$ cat src/rtl/systolic_feeder.sv
// Skews A column slices and B row slices into a systolic array edge; lane i is
// delayed by i+1 cycles, idle slots carry +0.0, and a flush drains the array.
module systolic_feeder #(
    parameter int unsigned N           = 4,
    parameter int unsigned W           = 32,
    parameter int unsigned FLUSH_EXTRA = 8
) (
    input  logic             clk,
    input  logic             rst,
    input  logic             in_valid,
    output logic             in_ready,
    input  logic [N*W-1:0]   in_a,
    input  logic [N*W-1:0]   in_b,
    input  logic             in_last,
    output logic [N*W-1:0]   a_out,
    output logic [N*W-1:0]   b_out,
    output logic             busy,
    output logic             done,
    output logic [15:0]      k_count
);

    localparam int unsigned FLUSH_LEN = N - 1 + FLUSH_EXTRA;
    localparam int unsigned CW        = 9;

    typedef enum logic [1:0] {IDLE, STREAM, FLUSH} state_t;

    state_t        state;
    logic [CW-1:0] flush_cnt;
    logic          accept;

    assign accept = in_valid && in_ready;

    // Product sequencing; done is raised on the edge that enters the last FLUSH cycle.
    always_ff @(posedge clk) begin
        if (rst) begin
            state     <= IDLE;
            flush_cnt <= '0;
            in_ready  <= 1'b1;
            busy      <= 1'b0;
            done      <= 1'b0;
            k_count   <= '0;
        end else begin
            done <= 1'b0;
            case (state)
                IDLE, STREAM: begin
                    if (accept) begin
                        busy <= 1'b1;
                        if (state == IDLE) begin
                            k_count <= 16'd1;
                        end else if (k_count != 16'hFFFF) begin
                            k_count <= k_count + 16'd1;
                        end
                        if (in_last) begin
                            state     <= FLUSH;
                            flush_cnt <= '0;
                            in_ready  <= 1'b0;
                            done      <= (FLUSH_LEN == 32'd1);
                        end else begin
                            state <= STREAM;
                        end
                    end
                end
                FLUSH: begin
                    if (flush_cnt == CW'(FLUSH_LEN - 1)) begin
                        state    <= IDLE;
                        in_ready <= 1'b1;
                        busy     <= 1'b0;
                    end else begin
                        flush_cnt <= flush_cnt + CW'(1);
                        done      <= (flush_cnt == CW'(FLUSH_LEN - 2));
                    end
                end
                default: begin
                    state    <= IDLE;
                    in_ready <= 1'b1;
                    busy     <= 1'b0;
                end
            endcase
        end
    end

    // Per-lane shift chains of depth i+1; the last stage drives the array edge.
    for (genvar i = 0; i < N; i++) begin : g_lane
        logic [W-1:0] a_sr [i+1];
        logic [W-1:0] b_sr [i+1];

        always_ff @(posedge clk) begin
            if (rst) begin
                for (int j = 0; j <= i; j++) begin
                    a_sr[j] <= '0;
                    b_sr[j] <= '0;
                end
            end else begin
                a_sr[0] <= accept ? in_a[i*W +: W] : '0;
                b_sr[0] <= accept ? in_b[i*W +: W] : '0;
                for (int j = 1; j <= i; j++) begin
                    a_sr[j] <= a_sr[j-1];
                    b_sr[j] <= b_sr[j-1];
                end
            end
        end

        assign a_out[i*W +: W] = a_sr[i];
        assign b_out[i*W +: W] = b_sr[i];
    end

endmodule

$ cat config.mk
export PLATFORM = sky130hd
export DESIGN_NAME = systolic_feeder
export DESIGN_NICKNAME = d
export VERILOG_FILES = /design/src/rtl/systolic_feeder.sv
export SDC_FILE = /design/constraint.sdc
export NUM_CORES = 1
export LEC_CHECK = 0
export CAP_MARGIN = 20
export CORE_MARGIN = 2
export CORE_UTILIZATION = 25
export DETAILED_ROUTE_END_ITERATION = 8
export HOLD_SLACK_MARGIN = 0.08
export PLACE_DENSITY = 0.51
export SLEW_MARGIN = 20
export SYNTH_ARGS = -nofsm -noshare
export SYNTH_HDL_FRONTEND = slang
export SYNTH_SLANG_ARGS = --single-unit
$ cat constraint.sdc
create_clock -name clk -period 1.9 [get_ports clk]
set_input_delay 0.285 -clock clk [delete_from_list [all_inputs] [get_ports clk]]
set_output_delay 0.285 -clock clk [all_outputs]
set_load 0.02 [all_outputs]
# Yosys cells after proc, flatten, opt, wreduce, memory -nomap -nowiden
# Memory sizes are Yosys's and may differ from the RTL's.
# Cells that the tools add are included.
# Widths: inputs -> output; s select.
# op_classes
eq_ne,9
multipliers,0
n_bitwise,19
n_div,0
n_lt_le_gt_ge,0
shifts,0
add_sub_neg,2
n_mux,50
reduce_logical,12
# ops
op,n
$mux 32,28
$reduce_or 32->1,2
$mux 16,2
$mux 9,3
$eq 9x4->1 const B,2
$or 1x1->1,18
$pmux 9 s2,1
$add 16x1->16 const B,1
$ne 16x16->1 const B,1
$mux 1,10
$add 9x1->9 const B,1
$ne 2x2->1 const B,4
$mux 2,3
$reduce_and 3->1,2
$pmux 1 s2,2
$pmux 2 s2,1
$reduce_and 4->1,1
$reduce_bool 2->1,2
$reduce_or 3->1,1
$eq 2x1->1 const B,1
$eq 2x2->1 const B,1
$logic_not 2->1,1
$reduce_and 2->1,1
$reduce_or 2->1,1
2 further kinds,2
# totals
rom_bits,0
ram_bits,640
mem_count,8
register_bits,30
latch_bits,0
input_bits,260
elab_cells,106
# memory_table
name,depth,word_bits,rd,rd_clocked_by_memory_dff,wr,line_no,rtl
g_lane[3].a_sr,4,32,4,0,4,84,logic [W-1:0] a_sr [i+1];
g_lane[3].b_sr,4,32,4,0,4,85,logic [W-1:0] b_sr [i+1];
g_lane[2].a_sr,3,32,3,0,3,84,
g_lane[2].b_sr,3,32,3,0,3,85,
g_lane[1].a_sr,2,32,2,0,2,84,
g_lane[1].b_sr,2,32,2,0,2,85,
2 more memories,n/a,n/a,n/a,n/a,n/a,n/a,

# Depth between registers and ports, before layout
# Gate-level depths: netlist (run 1).
# logic_depth
word_depth,4
ltp_mapped,7
ltp_nobuf,6

# Worst setup path before layout (run 1)
# Ideal clock, no wire load.
# synth_timing
kind,register to register
from,reg k_count[0]
to,reg k_count[11]
slack_ns,-0.118
stages_incl_launch_ff,8
period_less_slack_ns,2.018
path_buffers,1
t_arrival_ns,1.944
t_required_ns,1.826
setup_time_ns,0.074
cell_sequence,dfxtp_1 ha_1 nand4_1 or4_4 o21ai_4 buf_6 nand2_1 a31oi_1
# synth_between
elab_chain_len,3
elab_cells_between_ends,6
# synth_rtl
item,line_no,rtl
from (decl),19,output logic [15:0] k_count
from (signal assigned),51,k_count <= k_count + 16'd1;
$add 16x1->16 / $ne 16x16->1 (equally long branches),"51, 50",
$mux 16 / $reduce_bool 2->1 (equally long branches),n/a,
$mux 16 / $reduce_and 3->1 (equally long branches),n/a,
# Parallel ways exist; a longest one is shown, timed or not. The select of a mux whose other input is x is not followed.
# A chain may end at the register's enable or synchronous reset.

# Final worst setup path (run 1)
# layout_timing
from,reg k_count[9]
to,reg k_count[12]
# The elaborated chain is that of the path after synthesis.

==> results of run 1 <==
## synthesized netlist by cell type, types with 2 or more instances
cell type | number | area [sq um]
nor2b_1 | 384 | 2402
or3_1 | 2 | 12.51
dfxtp_1 | 670 | 13410
o211ai_1 | 2 | 15.01
xnor2_1 | 3 | 26.28
buf_4 | 160 | 1201
clkbuf_1 | 75 | 281.5
nand2b_1 | 2 | 12.51
ha_1 | 4 | 50.05
or2_2 | 3 | 18.77
nor4b_1 | 2 | 17.52
o21a_1 | 2 | 15.01
nand2_1 | 17 | 63.81
nand3_1 | 14 | 70.07
nor4_1 | 3 | 18.77
a21oi_1 | 15 | 75.07
nor2_1 | 21 | 78.83
and2_1 | 258 | 1614
nor3_1 | 3 | 15.01
nand4_1 | 7 | 43.79
and3_1 | 4 | 25.02
a31oi_1 | 2 | 12.51
xor2_1 | 3 | 26.28
buf_2 | 2 | 10.01
o32ai_1 | 2 | 17.52
o22ai_1 | 2 | 12.51
a211oi_1 | 2 | 15.01
inv_1 | 8 | 30.03
o21ai_0 | 12 | 60.06
## repair_timing
item,4_1_cts,5_1_grt
cloned,0,1
pin swaps,0,11
gates resized for setup,58,16
hold buffers,1,0
buffers inserted,3,2
hold endpoints to repair,11,0
endpoints found under the setup margin,59,22
## how the worst max path moves through the flow
stage | to | cells past startpoint | slack (ps)
after floorplan | k_count[11]$_SDFFE_PP0P_ | 7 | 20
after global placement | k_count[7]$_SDFFE_PP0P_ | 6 | -140
after detailed placement | flush_cnt[5]$_SDFFE_PP0P_ | 6 | -160
after CTS | a_out[112] | 1 | 0.5
after global routing | k_count[3]$_SDFFE_PP0P_ | 7 | -40
final | k_count[12]$_SDFFE_PP0P_ | 7 | 60
## flip-flops by register name, indices dropped and copies added (netlist names)
register     count
busy             1
done             1
flush_cnt        9
g_lane.a_sr    320
g_lane.b_sr    320
in_ready         1
k_count         16
state            2
## metrics by stage
step           setup WS, ps  util (%)  TNS (ps)  cells  area, sq um
2_1_floorplan         19.00         -         0   1710        19900
3_3_place_gp         -143.1     32.45    -500.8   3110        25590
3_5_place_dp         -163.3     32.45    -919.7   3110        25590
4_1_cts              0.4825     35.84         0   3251        28260
5_1_grt              -40.99     35.95    -143.6   3254        28350
6_report              62.16     35.95         0   3254        28350
## power by group through the flow
stage	registers (mW)	logic, mW	clock network (mW)
floorplan	15.0	0.735	0
global placement	14.9	1.77	0
detailed placement	14.9	1.79	0
CTS	14.6	1.81	16.0
global route	14.6	1.94	16.6
finish	14.6	1.79	15.4
## cell families after synthesis
logic type / synth area share, %
mux: 0.05032
buf+inv: 7.755
xor+xnor: 0.2642
flops: 67.42
compound gates: 1.629
fa+ha+maj: 0.2516
simple gates: 22.63
## layout make-up
cell class	count	area, sq um
fillers	7786	50520
flip-flops and latches	670	13420
repair buffers	597	5923
multi-input cells	792	4972
clock buffers	107	2212
well taps	1050	1314
clock inverters	30	479.2
inverters	8	30.03
## metal layers
metal  GRT usage, %  up-vias  routed length (um)
li1               -     5987                   -
met3          3.816       94                3505
met1          12.76     5435               18880
met4          4.398       10                1381
met5              0        -                  59
met2          19.46      346               23200
==> results.toml, run 1 <==
[finish]
area_delta_synth_final_pct = 42.52
final_nets = 2409
num_antenna_cells = 0
final_cell_mix = "dfxtp_1 (664), clkdlybuf4s50_1 (470), nor2b_1 (384)"
drive_above_1_share_pct = 9.437
final_common_cell = "dfxtp_1"

[setup_path]
crit_type = "register to register"
path_max_fanout = 6
r2r_cells = 7
regToRegEndpoint = "k_count[12]$_SDFFE_PP0P_"
path_buf_inv = 2
crit_slowest_cell = "or4_4"
reg2reg_from = "k_count[9]$_SDFFE_PP0P_"
cp-end-kind = "register"
arrival_ps = 2380
start_kind = "register"
max_stage_delay_ps = 600
cp_top_family = "simple AND/OR/NAND/NOR gates"
r2r_slack_ps = 60
cp_data_required_time_ps = 2440
crit_start = "k_count[9]$_SDFFE_PP0P_"
worstPathCellList = "nand4_1 -> or4_4 -> o21ai_4 -> buf_8 -> buf_4 -> o211ai_1 -> o21ai_1"

[route]
wl_per_cell_um = 14.45
drc = 0
via_per_inst = 3.648
drt_iter0_markers = 343
drt_wl_total_mm = 47.02
detailroute.via_count = 11870
first_pass_iters = 4
postRouteAntennaNets = 0

[cts]
path_clk_slew_ps = 60
cts_buffer_depth = 3
cts_buffers = 76
cts_sinks = 670
clock-root-buffer = "clkbuf_16"
cts.htree.levels = 3
cts_tree = "built"
clk_latency_ps = 600

[power]
power.total_mw = 31.77
sw_frac_of_total_pct = 20.77
power.share.clock_pct = 48.5
power.internal_mw = 25.17
irDropWorstVdd_mv = 0.5608
leakage_nw = 11.33
combinationalPowerShare_pct = 5.6
p_per_area_nw_per_um2 = 1121
netSwitchingPower_mw = 6.599
seqPwrFrac_pct = 45.9

[floorplan]
dieArea_sq_um = 81850
pin_count = 535
coreArea_sq_um = 78870
start_util_pct = 25.22
die_y_um = 286.1
die-width_um = 286.1
rows = 103

[synth]
synth_cells = 1710
ys.flop_type = "dfxtp_1"
ys_types = 55
synth_seq_area_share_pct = 67.42
async_flop_share_pct = 0
postSynthAreaPerCell_sq_um = 11.63
synth_edf_count = 0
syn_area_sq_um = 19890
syn_nets = 1974
synth-seq-cells = 670
ys_warn_count = 0

[place]
place.gp.congestion = 0.7803
port_buffers = 534
dpl.hpwl_mm = 33.46

[sta]
finalSetupViolations = 0
period_share_pct = 96.73
worst_pin_slew_ps = 676.7
hold_slack_ps = 240.5
finalCriticalPeriod_ps = 1838
rsz0062_at_grt = "true"
hold_viol = 0
slew_viol_final = 0
skew_ps = 27.82
clock.fmax_mhz = 544.1
slew_headroom_pct = 54.89

[global_route]
antenna_found_initial = 5
first_global_vias = 12210
grt_start_max_net_pins = 130
overflow = 0
grt_pass1_wl_mm = 71.65
grt_usage_pct = 11.26

[worst_hold_path]
hp-class = "input pin to register"
holdCritStartpoint = "in_a[7]"
min_path_cells = 2
worstHoldEndpoint = "g_lane[0].a_sr[0][7]$_SDFF_PP0_"

[status]
status = "completed"

[run]
max_cap_violations = 0
No activity file was read; power rests on OpenSTA's default activity.
==> inputs of run 2 (changes only) <==
--- a/config.mk
+++ b/config.mk
@@ -7,10 +7,10 @@
 export LEC_CHECK = 0
 export CAP_MARGIN = 20
 export CORE_MARGIN = 2
-export CORE_UTILIZATION = 25
+export CORE_UTILIZATION = 44
 export DETAILED_ROUTE_END_ITERATION = 8
 export HOLD_SLACK_MARGIN = 0.08
-export PLACE_DENSITY = 0.51
+export PLACE_DENSITY = 0.76
 export SLEW_MARGIN = 20
 export SYNTH_ARGS = -nofsm -noshare
 export SYNTH_HDL_FRONTEND = slang
==> constraint.sdc (replaced) <==
create_clock -name clk -period 2.1 [get_ports clk]
set_input_delay 0.315 -clock clk [delete_from_list [all_inputs] [get_ports clk]]
set_output_delay 0.315 -clock clk [all_outputs]
set_load 0.02 [all_outputs]
==> run 2 against run 1 <==
  * Register-to-register slack better by 20 ps
  * Largest cell class unchanged
  * Critical path type is now register to output port
  * First-iteration DRC count up 70%
  * Critical path depth fell by 5
  * Via count is 0.77% lower
  * Combinational power is 12% lower
  * Die area is 43% lower
  * Sequential power shrank 9.6%
==> results.toml, run 2 (synthesis results as in run 1) <==
[route]
detailroute.via_count = 11780
first_pass_iters = 5
drc = 0
drt_iter0_markers = 584
via_per_inst = 4.284
postRouteAntennaNets = 0
wl_per_cell_um = 15.47
drt_wl_total_mm = 42.53

[global_route]
overflow = 0
grt_usage_pct = 17.69
first_global_vias = 11820
grt_pass1_wl_mm = 65.19
antenna_found_initial = 13
grt_start_max_net_pins = 123

[place]
dp_cells = 2626
port_buffers = 534
place.gp.congestion = 0.8365
dpl.hpwl_mm = 29.85
placed_area_sq_um = 24810

[cts]
path_clk_slew_ps = 60
cts_buffer_depth = 3
clock-root-buffer = "clkbuf_16"
cts_tree = "built"
cts_buffers = 68
cts.htree.levels = 3
clk_latency_ps = 580
cts_sinks = 670

[run]
max_cap_violations = 0

[power]
irDropWorstVdd_mv = 0.6397
leakage_nw = 10.54
p_per_area_nw_per_um2 = 974.4

[sta]
slew_headroom_pct = 63.48
worst_pin_slew_ps = 545.8
hold_viol = 0
period_share_pct = 96.12
finalCriticalPeriod_ps = 2018
finalSetupViolations = 0
slew_viol_final = 0
clock.fmax_mhz = 495.4
tns_ps = 0
rsz0062_at_grt = "false"
skew_ps = 16.40

[setup_path]
cp-end-kind = "output port"
path_max_fanout = 6
cp_data_required_time_ps = 1780
arrival_ps = 1700
start_kind = "register"
crit_type = "register to output port"

[status]
status = "completed"

[finish]
final_common_cell = "dfxtp_1"
final_cell_mix = "dfxtp_1 (670), clkdlybuf4s50_1 (533), nor2b_1 (384)"
stdcell_count = 2750
area_delta_synth_final_pct = 35.64
drive_above_1_share_pct = 7.232
top_regs = "g_lane.a_sr x320, g_lane.b_sr x320, k_count x16"
final_nets = 2370
fin_area_sq_um = 26980

[floorplan]
die_y_um = 216.6
pin_count = 535
coreArea_sq_um = 44410
die-width_um = 216.6
dieArea_sq_um = 46930
rows = 77
start_util_pct = 44.79

[worst_hold_path]
hp-class = "input pin to register"
==> run 2: cell types whose count changed in the layout (fill, tap and decap cells not counted), sizes merged <==
cell	change
clkbuf	-19
bufinv	-8
diode	+1
dlymetal6s2s	-7
buf	-30
clkdlybuf4s50	+63
dlygate4sd2	-56
inv	+6
clkinv	+8
clkinvlp	-4
==> run 2: routing by layer <==
layer | GRT usage, % | up-vias | part of all wire, %
met4 | 6.781 | 22 | 2.8
li1 | - | 5897 | -
met3 | 6.456 | 104 | 8.3
met1 | 20.08 | 5362 | 40
met2 | 30.33 | 396 | 49
met5 | 0 | - | 0.33
==> run 2: worst max-delay path, stage by stage (launching register included) <==
cell	delay, ps
dfxtp_1	350
buf_4	150
clkdlybuf4s50_1	630
==> run 2: power by group <==
part | switching [mW] | internal (mW) | total [mW]
sequential | 0.0971 | 13.1 | 13.2
clock | 4.82 | 6.70 | 11.5
combinational | 0.656 | 0.920 | 1.58
==> run 2: layout make-up <==
cell class	instances	area [sq um]
Clock buffer	89	1871
Timing Repair Buffer	566	5693
Sequential cell	670	13410
Antenna cell	1	2.502
Clock inverter	32	282.8
Inverter	8	30.03
Tap cell	592	740.7
Multi-Input combinational cell	792	4952
Fill cell	3466	17430
==> run 2: final timing paths <==
kind / start / end / slack, ps / depth (start not counted)
setup / recovery: k_count[8]$_SDFFE_PP0P_ / k_count[8] / 80 / 2
hold / removal: in_b[119] / g_lane[3].b_sr[0][23]$_SDFF_PP0_ / 300 / 2
setup reg to reg: k_count[0]$_SDFFE_PP0P_ / k_count[11]$_SDFFE_PP0P_ / 80 / 7
hold reg to reg: g_lane[3].b_sr[1][30]$_SDFF_PP0_ / g_lane[3].b_sr[2][30]$_SDFF_PP0_ / 430 / 1
==> run 2: per-stage QoR <==
stage	utilization [%]	total power [mW]	setup slack [ps]	hold WS (ps)
final	60.76	26.29	81.57	295.5
after floorplan	-	14.19	82.01	413.8
after CTS	60.72	26.64	31.49	255.0
after detailed placement	55.85	15.05	50.15	420.4
after global placement	55.85	15.01	97.40	414.0
after global routing	60.75	27.27	5.351	268.8
==> run 2: repair_timing <==
action / CTS / global route
hold endpoints to repair: 21 / 0
hold buffers: 1 / 0
resized for setup: 0 / 1
buffers inserted: 0 / 1
endpoints found under the setup margin: 0 / 7
==> inputs of run 3 (changes only) <==
--- a/config.mk
+++ b/config.mk
@@ -10,7 +10,8 @@
 export CORE_UTILIZATION = 44
 export DETAILED_ROUTE_END_ITERATION = 8
 export HOLD_SLACK_MARGIN = 0.08
-export PLACE_DENSITY = 0.76
+export MAX_ROUTING_LAYER = met4
+export PLACE_DENSITY = 0.72
 export SLEW_MARGIN = 20
 export SYNTH_ARGS = -nofsm -noshare
 export SYNTH_HDL_FRONTEND = slang
==> run 3 against run 2 <==
  * Cell count unchanged
  * Via count decreased by 1.6%
  * Fmax decreased by 0.35%
  * First-iteration DRC count decreased by 14%
  * Non-clock buffer count decreased by 2
  * Register-to-register slack improved by 50 ps
  * Hold slack got worse by 180 ps
  * Setup slack got worse by 7.2 ps
  * Clock power increased by 8%
  * Design area increased by 0.74%
  * Critical path depth decreased by 1
  * Sequential share of layout area decreased by 0.36 points
  * Critical endpoint is now in_ready
==> results.toml, run 3 (synthesis results as in run 1) <==
[worst_hold_path]
min_path_cells = 2
worstHoldEndpoint = "g_lane[3].a_sr[0][91]$_SDFF_PP0_"
hp-class = "input pin to register"
holdCritStartpoint = "rst"

[setup_path]
reg2reg_from = "k_count[0]$_SDFFE_PP0P_"
max_stage_delay_ps = 670
cp_data_required_time_ps = 1780
r2r_slack_ps = 130
path_buf_inv = 1
cp.depth = 1
crit_type = "register to output port"
path_max_fanout = 6
r2r_cells = 7
cp-end-kind = "output port"
regToRegEndpoint = "k_count[2]$_SDFFE_PP0P_"
crit_slowest_cell = "clkdlybuf4s50_1"
arrival_ps = 1710
cp_top_family = "buffers and inverters"
start_kind = "register"
worstPathCellList = "clkdlybuf4s50_1"

[route]
drc = 0
first_pass_iters = 4
drt_wl_total_mm = 42.02
detailroute.via_count = 11590
drt_iter0_markers = 502
wl_per_cell_um = 15.28
via_per_inst = 4.213
postRouteAntennaNets = 0

[sta]
finalCriticalPeriod_ps = 2026
period_share_pct = 96.46
worst_pin_slew_ps = 674.3
tns_ps = 0
rsz0062_at_grt = "false"
skew_ps = 13.28
finalSetupViolations = 0
clock.fmax_mhz = 493.7
hold_viol = 0
slew_viol_final = 0
slew_headroom_pct = 55.05

[finish]
fillers = 3492
seqCellArea_sq_um = 13410
utilization_pct = 61.21
area_delta_synth_final_pct = 36.64
top_regs = "g_lane.a_sr x320, g_lane.b_sr x320, k_count x16"
final_common_cell = "dfxtp_1"
drive_above_1_share_pct = 7.478
final_nets = 2368
final_cell_mix = "dfxtp_1 (670), clkdlybuf4s50_1 (533), nor2b_1 (384)"
multiInputGateArea_sq_um = 4954

[global_route]
grt_usage_pct = 18.07
antenna_found_initial = 5
grt_start_max_net_pins = 142
first_global_vias = 11660
grt_pass1_wl_mm = 64.14
overflow = 0

[cts]
path_clk_slew_ps = 60
post_cts_buffers = 0
cts_buffer_depth = 3
cts-hold-fix-buffers = 0
cts_tree = "built"
clock-root-buffer = "clkbuf_16"
cts_buffers = 68
clk_latency_ps = 580
cts_sinks = 670
cts.htree.levels = 3

[floorplan]
dieArea_sq_um = 46930
die-width_um = 216.6
rows = 77
start_util_pct = 44.79
pin_count = 535
die_y_um = 216.6
coreArea_sq_um = 44410

[power]
power.total_mw = 27.20
p_per_area_nw_per_um2 = 1001
irDropWorstVdd_mv = 0.7196
combinationalPowerShare_pct = 5.7
power.internal_mw = 21.64
netSwitchingPower_mw = 5.565
leakage_nw = 10.63
sw_frac_of_total_pct = 20.46
power.share.clock_pct = 45.8
seqPwrFrac_pct = 48.5

[place]
port_buffers = 534
dpl.hpwl_mm = 29.81
place.gp.congestion = 0.8368

[status]
status = "completed"

[run]
max_cap_violations = 0
==> run 3: changes by cell type in the layout (fill, tap and decap cells not counted), moves of 4 or more <==
cell	delta
clkbuf_1	-8
clkinv_2	-6
diode_2	+4
clkbuf_8	+8
bufinv_16	+5
inv_6	-4
==> run 3: power by group through the flow <==
| stage | Clock, mW | Sequential, mW | Combinational, mW |
|---|---|---|---|
| 6_report | 12.4 | 13.2 | 1.56 |
| 5_1_grt | 13.3 | 13.2 | 1.69 |
| 4_1_cts | 12.8 | 13.2 | 1.58 |
| 3_5_place_dp | 0 | 13.5 | 1.57 |
| 3_3_place_gp | 0 | 13.5 | 1.55 |
| 2_1_floorplan | 0 | 13.5 | 0.665 |
==> run 3: cell type report <==
cell class                      count  area share (%)
Antenna cell                        5         0.04603
Tap cell                          592           2.725
Inverter                            8          0.1105
Sequential cell                   670           49.34
Clock buffer                       90           7.268
Clock inverter                     29           1.441
Timing Repair Buffer              564           20.85
Multi-Input combinational cell    792           18.22
==> run 3: metal layers <==
metal | up-vias | track usage, % | part of all wire [%] | routed length (um)
met4 | 0 | 6.553 | 2.9 | 1208
met1 | 5239 | 20.08 | 40 | 16910
met3 | 88 | 6.821 | 8.7 | 3675
li1 | 5891 | - | - | -
met5 | - | - | 0 | 0
met2 | 369 | 29.64 | 48 | 20230
==> run 3: what timing repair did <==
| action | 4_1_cts | 5_1_grt |
|---|---|---|
| resized for setup | 0 | 2 |
| endpoints found under the hold margin | 0 | 0 |
| endpoints found under the setup margin | 0 | 2 |
==> run 3: stage by stage <==
step / worst slack (ps) / std cells / instance area (sq um) / hold WS, ps
global placement: 48.41 / 2626 / 24790 / 416.2
detailed placement: 16.02 / 2626 / 24790 / 420.4
floorplan: 82.01 / 1710 / 19890 / 413.8
global route: 22.24 / 2750 / 27180 / 106.5
finish: 74.40 / 2750 / 27180 / 118.1
CTS: 45.33 / 2745 / 27160 / 88.60
==> run 3: worst max-delay path by stage <==
stage / start / slack, ps / endpoint
floorplan: k_count[0]$_SDFFE_PP0P_ / 80 / k_count[11]$_SDFFE_PP0P_
global placement: in_valid / 50 / flush_cnt[7]$_SDFFE_PP0P_
detailed placement: in_valid / 20 / flush_cnt[5]$_SDFFE_PP0P_
CTS: in_ready$_SDFFE_PP1P_ / 50 / in_ready
global route: k_count[4]$_SDFFE_PP0P_ / 20 / k_count[4]
finish: in_ready$_SDFFE_PP1P_ / 70 / in_ready
